**src/rtl/ov7670_roi_zoom.sv**
```systemverilog
`timescale 1ns/1ps
// Region-of-interest 2x nearest-neighbour zoom between the OV7670 capture stream and a 320x240 frame buffer.
// Each ROI pixel is written twice on its live row, then the buffered row is replayed as the duplicate line.
module ov7670_roi_zoom #(
  parameter int ROI_W = 160,
  parameter int ROI_H = 120
) (
  input  logic        pclk,
  input  logic        reset,
  input  logic        v_sync,
  input  logic        in_we,
  input  logic [11:0] in_data,
  input  logic [8:0]  roi_x,
  input  logic [7:0]  roi_y,
  output logic        out_we,
  output logic [16:0] out_addr,
  output logic [11:0] out_data,
  output logic        frame_done,
  output logic        overrun
);

  localparam logic [8:0]  ROI_W9   = 9'(ROI_W);
  localparam logic [7:0]  ROI_H8   = 8'(ROI_H);
  localparam logic [7:0]  RX_LAST  = 8'(ROI_W - 1);
  localparam logic [7:0]  RY_LAST  = 8'(ROI_H - 1);
  localparam logic [8:0]  REP_LAST = 9'(2 * ROI_W);
  localparam logic [16:0] OUT_W    = 17'(2 * ROI_W);
  localparam logic [16:0] ROW_STEP = 17'(4 * ROI_W);
  localparam logic [8:0]  SX_LAST  = 9'd319;
  localparam logic [7:0]  SY_LAST  = 8'd239;

  // IDLE: blanking | LIVE: ROI row in flight | REPLAY: duplicate row from line buffer | DONE: frame finished
  typedef enum logic [1:0] {IDLE, LIVE, REPLAY, DONE} state_t;
  state_t state, state_nxt;

  logic        v_sync_q;
  logic [8:0]  sx;
  logic [7:0]  sy;
  logic [8:0]  roi_x_q;
  logic [7:0]  roi_y_q;
  logic [16:0] row_base;
  logic        pend, pend_last, last_row, done_flag;
  logic [8:0]  rep_cnt;
  logic [7:0]  rd_idx;
  logic [11:0] lb_q;
  logic [11:0] linebuf [ROI_W];

  logic [9:0]  rx_full;
  logic [8:0]  ry_full;
  logic [7:0]  rx, ry;
  logic        in_roi, roi_pix, accept, drop;

  // Borrow bit of the subtraction rejects pixels left of / above the ROI.
  assign rx_full = {1'b0, sx} - {1'b0, roi_x_q};
  assign ry_full = {1'b0, sy} - {1'b0, roi_y_q};
  assign rx      = rx_full[7:0];
  assign ry      = ry_full[7:0];
  assign in_roi  = !rx_full[9] && (rx_full[8:0] < ROI_W9) && !ry_full[8] && (ry < ROI_H8);
  assign roi_pix = in_we && in_roi && !v_sync;
  assign accept  = roi_pix && (state == LIVE) && !pend;
  assign drop    = roi_pix && ((state == REPLAY) || ((state == LIVE) && pend));
  assign rd_idx  = rep_cnt[8:1];

  always_ff @(posedge pclk or posedge reset) begin
    if (reset) begin
      sx      <= '0;
      sy      <= '0;
      roi_x_q <= '0;
      roi_y_q <= '0;
    end else if (v_sync) begin
      sx      <= '0;
      sy      <= '0;
      roi_x_q <= (roi_x > ROI_W9) ? ROI_W9 : roi_x;
      roi_y_q <= (roi_y > ROI_H8) ? ROI_H8 : roi_y;
    end else if (in_we) begin
      if (sx == SX_LAST) begin
        sx <= '0;
        sy <= (sy == SY_LAST) ? 8'd0 : sy + 8'd1;
      end else begin
        sx <= sx + 9'd1;
      end
    end
  end

  always_ff @(posedge pclk or posedge reset) begin
    if (reset) state <= IDLE;
    else       state <= state_nxt;
  end

  always_comb begin
    state_nxt = state;
    case (state)
      IDLE:    if (v_sync_q && !v_sync) state_nxt = LIVE;
      LIVE:    if (pend && pend_last) state_nxt = REPLAY;
      REPLAY:  if (rep_cnt == REP_LAST) state_nxt = last_row ? DONE : LIVE;
      DONE:    state_nxt = DONE;
      default: state_nxt = IDLE;
    endcase
    if (v_sync) state_nxt = IDLE;
  end

  always_ff @(posedge pclk or posedge reset) begin
    if (reset) begin
      v_sync_q   <= 1'b0;
      out_we     <= 1'b0;
      out_addr   <= '0;
      out_data   <= '0;
      frame_done <= 1'b0;
      overrun    <= 1'b0;
      row_base   <= '0;
      pend       <= 1'b0;
      pend_last  <= 1'b0;
      last_row   <= 1'b0;
      done_flag  <= 1'b0;
      rep_cnt    <= '0;
    end else begin
      out_we     <= 1'b0;
      frame_done <= 1'b0;
      v_sync_q   <= v_sync;
      if (drop) overrun <= 1'b1;
      if (v_sync) begin
        row_base  <= '0;
        pend      <= 1'b0;
        pend_last <= 1'b0;
        done_flag <= 1'b0;
        rep_cnt   <= '0;
      end else begin
        case (state)
          LIVE: begin
            if (pend) begin
              // Second copy reuses the data still held on out_data.
              out_we    <= 1'b1;
              out_addr  <= out_addr + 17'd1;
              pend      <= 1'b0;
              pend_last <= 1'b0;
            end else if (accept) begin
              out_we    <= 1'b1;
              out_addr  <= row_base + {8'd0, rx, 1'b0};
              out_data  <= in_data;
              pend      <= 1'b1;
              pend_last <= (rx == RX_LAST);
              if (rx == RX_LAST) last_row <= (ry == RY_LAST);
            end
          end
          REPLAY: begin
            rep_cnt <= rep_cnt + 9'd1;
            if (rep_cnt != 9'd0) begin
              out_we   <= 1'b1;
              out_addr <= row_base + OUT_W + {8'd0, rep_cnt - 9'd1};
              out_data <= lb_q;
            end
            if (rep_cnt == REP_LAST) begin
              rep_cnt  <= '0;
              row_base <= row_base + ROW_STEP;
            end
          end
          DONE: begin
            if (!done_flag) begin
              frame_done <= 1'b1;
              done_flag  <= 1'b1;
            end
          end
          default: ;
        endcase
      end
    end
  end

  // Replay reads one entry per two cycles; each entry feeds both copies.
  always_ff @(posedge pclk) begin
    if (accept) linebuf[rx] <= in_data;
    if (rd_idx < ROI_W9[7:0]) lb_q <= linebuf[rd_idx];
  end

endmodule
```
**config.mk**
```make
export PLATFORM = sky130hd
export DESIGN_NAME = ov7670_roi_zoom
export DESIGN_NICKNAME = d
export VERILOG_FILES = /design/src/rtl/ov7670_roi_zoom.sv
export SDC_FILE = /design/constraint.sdc
export NUM_CORES = 2
export LEC_CHECK = 0
export ABC_CLOCK_PERIOD_IN_PS = 5000
export CORE_ASPECT_RATIO = 2
export CORE_MARGIN = 2
export CORE_UTILIZATION = 45
export DETAILED_ROUTE_END_ITERATION = 6
export GPL_ROUTABILITY_DRIVEN = 0
export GPL_TIMING_DRIVEN = 1
export PLACE_DENSITY = 0.67
export SLEW_MARGIN = 30
export SYNTH_ARGS = -nofsm -noshare
export SYNTH_HDL_FRONTEND = slang
export SYNTH_SLANG_ARGS = --single-unit
```
**constraint.sdc**
```tcl
create_clock -name pclk -period 5 [get_ports pclk]
set_clock_uncertainty 0.1 [all_clocks]
set_input_delay 0.75 -clock pclk [delete_from_list [all_inputs] [get_ports pclk]]
set_output_delay 0.75 -clock pclk [all_outputs]
set_load 0.05 [all_outputs]
```
== Word level (Yosys, flattened, before mapping) ==
Memories as Yosys holds them, arrays and structs flattened. A register that Yosys moved wholly into a read port is not among the register bits.
Cells that the tools add are included.
Cells by class
  $lt $le $gt $ge: 5
  bitwise gates (word level): 2
  mux-type cells: 47
  reductions and logical operators: 33
  add/sub/neg operators: 11
  equal/unequal tests: 15
Operator list (count)
  two-way mux 17 bit: 6
  two-way mux 9 bit: 7
  two-way mux 8 bit: 5
  two-way mux 12 bit: 3
  adder 17 x 9 -> 17 bit: 2
  case mux 17 bit (2 select lines): 1
  case mux 12 bit (2 select lines): 1
  adder 9 x 1 -> 9 bit (second input constant): 2
  equality test 9 bit (second input constant): 2
  adder 17 x 1 -> 17 bit (second input constant): 1
  adder 17 x 10 -> 17 bit (second input constant): 1
  adder 17 x 9 -> 17 bit (second input constant): 1
  two-way mux 1 bit: 17
  equality test 8 bit (second input constant): 2
  nonzero test 2 bit: 7
  logical AND 1 bit: 11
  two-way mux 2 bit: 5
  AND reduction 5 bit: 2
  subtractor 9 x 9 -> 10 bit: 1
  greater-than comparator 9 x 8 -> 1 bit (second input constant): 1
  less-than comparator 9 x 8 -> 1 bit (second input constant): 1
  nonzero test 9 bit: 1
  subtractor 8 x 8 -> 9 bit: 1
  subtractor 9 x 1 -> 9 bit (second input constant): 1
  21 further kinds: 31
Word-level totals
  memories kept: 1
  flip-flop bits (word level): 99
  input bits: 33
  word-level logic and storage cells: 131
  bits in writable memories: 1920
Memories
  linebuf: depth 160, width 12, read ports 1, clocked after memory_dff 1, wr ports 1, RTL line 46  | logic [11:0] linebuf [ROI_W];

== Logic depth before layout (Yosys ltp) ==
  depth in word-level cells: 13
  mapped depth: 22
  mapped depth without buffers: 16

== Worst setup path after synthesis ==
OpenSTA, ideal clock, no wires.
  path kind: register -> register
  start: reg rep_cnt[1]
  end: reg out_addr[15]
  arrival time: 4.408 ns
  cell stages (with the launch flop): 23
  setup time: 0.125 ns
  required time: 4.775 ns
  path slack: 0.367 ns
  cell sequence: dfrtp_1 buf_2 buf_2 buf_2 buf_2 buf_4 buf_4 inv_1 ha_1 nand2b_1 nor4_1 nand2_1 xor2_1 ha_1 inv_1 ha_1 o21ai_0 o21bai_1 a21oi_1 mux2_2 a21oi_1 o211ai_1 mux2_2
Between the ends
  word-level cells in the longest chain between the ends: 4
  elaborated cells on any way between the ends: 7
RTL lines
  from (decl): RTL line 43  | logic [8:0] rep_cnt;
  from (signal assigned): RTL line 146  | rep_cnt <= rep_cnt + 9'd1;
  subtractor 9 x 1 -> 9 bit: RTL line 149  | out_addr <= row_base + OUT_W + {8'd0, rep_cnt - 9'd1};
  adder 17 x 9 -> 17 bit: RTL line 149
  two-way mux 17 bit: RTL line 147  | if (rep_cnt != 9'd0) begin
  case mux 17 bit (2 select lines): RTL line 128  | case (state)
  to (signal assigned): RTL line 133  | out_addr <= out_addr + 17'd1;
  to (signal assigned): RTL line 138  | out_addr <= row_base + {8'd0, rx, 1'b0};
  to (signal assigned): RTL line 149
  to (decl): RTL line 16  | output logic [16:0] out_addr,
Several ways; a longest one is shown, not always the timed one. The select of a mux whose other input is x is not followed.
A chain may end at the register's enable or synchronous reset.

== Final worst setup path ==
  start: reg sx[0]
  end: mem linebuf[21][11], enable pin
Between the ends
  word-level cells in the longest chain between the ends: 11
  elaborated cells on any way between the ends: 12
RTL lines
  from (decl): RTL line 37  | logic [8:0] sx;
  from (signal assigned): RTL line 80  | sx <= sx + 9'd1;
  subtractor 9 x 9 -> 10 bit *: RTL line 54  | assign rx_full = {1'b0, sx} - {1'b0, roi_x_q};
  less-than comparator 9 x 8 -> 1 bit / zero test 1 bit (equally long branches): RTL line 58  | assign in_roi = !rx_full[9] && (rx_full[8:0] < ROI_W9) && !ry_full[8] && (ry < ROI_H8);
  logical AND 1 bit (3 in series): RTL line 58
  logical AND 1 bit (2 in series): RTL line 59  | assign roi_pix = in_we && in_roi && !v_sync;
  logical AND 1 bit (2 in series): RTL line 60  | assign accept = roi_pix && (state == LIVE) && !pend;
  two-way mux 1 bit: RTL line 171  | if (accept) linebuf[rx] <= in_data;
  two-way mux 1 bit (not written as such): RTL line 171
  to (decl): RTL line 46
Every way passes the cells marked *; elsewhere a longest branch is shown, timed or not.

==> results.json <==
{
  "hold_path.class": "input port to flip-flop",
  "p_per_area_mw_per_mm2": 382,
  "synth_area_mm2": 0.0805,
  "synth_top_area_share_pct": 72.0,
  "nets": 4213,
  "yosys_register_bits": 2024,
  "overflow": 0,
  "num_vias": 39400,
  "clk_pin_slew_ns": 0.07,
  "clk_latency_ns": 0.82,
  "finalCriticalPeriod_ns": 4.67,
  "holdWs_ns": 0.293,
  "die_area_mm2": 0.183,
  "end_kind": "flip-flop",
  "drv_slew": 0,
  "seq_area_frac_synth_pct": 74.9,
  "clock-sinks": 2024,
  "ys_async_sr_fraction_pct": 4.55,
  "totalWireLength_um": 209000,
  "dp_cells": 6284,
  "crit_path_top_delay_cell": "nor4_4",
  "postRouteAntennaNets": 0,
  "yosys.area.top_type": "edfxtp_1",
  "critical_path_arrival_ns": 5.09,
  "sw_frac_of_total_pct": 22.9,
  "core_area_mm2": 0.178,
  "ios": 65,
  "path_cells": "inv_1 > ha_1 > inv_1 > fa_1 > a21o_1 > a22oi_1 > a31oi_1 > o31ai_1 > o2111ai_1 > nor4_4 > nand3_1 > buf_4 > nor2_1 > buf_4",
  "grt_first_pass_wirelength_um": 299000,
  "startpoint": "sx[0]",
  "outcome": "finished clean",
  "drive_gt1_share_pct": 28.4,
  "tns_ns": 0,
  "fin_util_pct": 51.1,
  "synthTopCellsByArea": "edfxtp_1, mux4_2, dfrtp_1",
  "routedWlPerCell_um": 31.7,
  "die_y_um": 602,
  "worst_slack_ns": 0.329,
  "vias_per_cell": 5.98,
  "setup_viol": 0,
  "cts_buffers": 170,
  "area_delta_synth_final_pct": 12.9,
  "hpwl_um": 139000,
  "cts_setup_buffers": 0,
  "cts_tree": "yes",
  "fin_cells": 6579,
  "dpl-instance-area_mm2": 0.0856,
  "drt_pass1_iterations": 6,
  "grt_pass1_vias": 41300,
  "drt-initial-drc-count": 3625,
  "cpLargestDelayFamily": "simple AND/OR/NAND/NOR gates",
  "io_buffers": 64,
  "total_power_mw": 34.7,
  "rsz0062_at_grt": "false",
  "fin_crit_sh_pct": 93.4,
  "p_int_mw": 26.8,
  "cp_max_fo": 12,
  "cap_violations": 0,
  "ir_drop_mv": 0.266,
  "worstMarginPinSlew_ns": 1.08,
  "hold_start": "in_data[9]",
  "crit-reg2reg-launch": "sx[0]",
  "std_cell_rows": 219,
  "drc": 0,
  "fin_area_mm2": 0.0909,
  "p_sw_mw": 7.96,
  "ctsHoldBuffers": 0,
  "clock_path_buffers": 4,
  "synth_area_per_cell_um2": 21.1,
  "root_buffer": "clkbuf_16",
  "h-tree-depth": 4,
  "final_hold_viol_count": 0,
  "synthCells": 3809,
  "path_buf_inv": 4,
  "layout_common_cells": "edfxtp_1, mux4_2, buf_4",
  "fmax_mhz": 214,
  "grtUsageTotal_pct": 23.2,
  "synth-warning-count": 0,
  "antenna_found_initial": 3,
  "preCtsSetupSlack_ns": 0.415,
  "worst-setup-path-type": "flip-flop to flip-flop",
  "synth_edf_count": 1932,
  "worstPathRequired_ns": 5.42,
  "combPwrFrac_pct": 8.3,
  "die_x_um": 303,
  "clock_power_share_pct": 37.5,
  "seq_power_share_pct": 54.2,
  "cts_resized": 0,
  "yosysUniqueCellTypes": 71,
  "grt_start_max_net_pins": 126,
  "final_common_cell": "edfxtp_1",
  "ys.flop_type": "edfxtp_1",
  "startpoint_type": "flip-flop",
  "initial_utilization_pct": 45.3,
  "slew_headroom_pct": 28.3,
  "p_leak_nw": 28.0,
  "critPathMaxStageDelay_ns": 0.99
}
[final timing paths]
kind | to | depth (start not counted) | slack (ns)
max reg2reg | linebuf[21][11] | 14 | 0.33
min | linebuf[118][9] | 1 | 0.29
min reg2reg | frame_done | 1 | 0.34
max in group asynchronous | sx[1] | 3 | 3.48
min in group asynchronous | rep_cnt[6] | 2 | 0.34
max | linebuf[21][11] | 14 | 0.33
[cell usage after synthesis (all sizes together), types with 4 or more instances]
library cell,n
nand3,37
and2,6
nor3b,7
o2111ai,5
buf,94
a22o,13
or3,8
inv,41
nor2,258
edfxtp,1932
o22ai,25
nand2,94
o31ai,9
clkbuf,100
o211ai,8
or2,4
nand2b,20
mux2,68
nand4,10
nor3,22
and3,11
nor2b,13
ha,41
nor4,5
a22oi,17
a31oi,14
mux2i,19
xor2,27
a221oi,7
mux4,582
a21o,9
dfrtp,92
o21a,9
o21bai,4
xnor2,30
a21oi,48
o21ai,63
a211oi,15
[sequential cells by signal, indices dropped and copies added, names as in the netlist, 2 cells and up]
| register | count |
|---|---|
| row_base | 10 |
| sy | 8 |
| linebuf | 1920 |
| lb_q | 12 |
| out_addr | 17 |
| rep_cnt | 9 |
| out_data | 12 |
| roi_x_q | 9 |
| roi_y_q | 8 |
| sx | 9 |
| state | 2 |
[metal layers]
layer  part of all wire, %  routed length (um)  track usage (%)  vias to the layer above
met1                    32               66200             24.5                    20900
met5                0.0048                  10                0                        -
li1                      -                   -                -                    16400
met2                    54              114000             42.2                     1540
met4                   8.5               17600             16.1                        2
met3                   5.3               11100             2.91                      504
[power by group through the flow]
stage	logic (mW)	clock network, mW	registers, mW
final	2.87	13.0	18.8
after detailed placement	2.87	0	19.2
after global placement	2.84	0	19.2
after floorplan	1.29	0	19.5
after CTS	2.88	13.3	18.8
after global routing	3.02	13.8	18.8
[cell families (layout without fill, tap and decap cells)]
| logic type | after synthesis | after routing | synth area share, % |
|---|---|---|---|
| AO/OA/AOI/OAI | 273 | 273 | 2.25 |
| XOR/XNOR | 57 | 57 | 0.629 |
| adder cells (fa/ha/maj) | 44 | 44 | 0.712 |
| buffers and inverters | 237 | 677 | 1.23 |
| flip-flops | 2024 | 2024 | 74.9 |
| multiplexers | 669 | 669 | 17.5 |
| other | 1 | 11 | 0.00466 |
| AND/OR/NAND/NOR | 504 | 504 | 2.81 |
[area by class of cell]
class | count | area [um^2]
flip-flops and latches | 2024 | 60300
clock buffers | 190 | 4360
diodes | 3 | 7.51
well taps | 2320 | 2900
fillers | 13900 | 86900
inverters | 43 | 164
clock inverters | 102 | 916
repair buffers | 342 | 2930
multi-input cells | 1555 | 19300
Note: power is estimated with default switching activity, not from simulation.
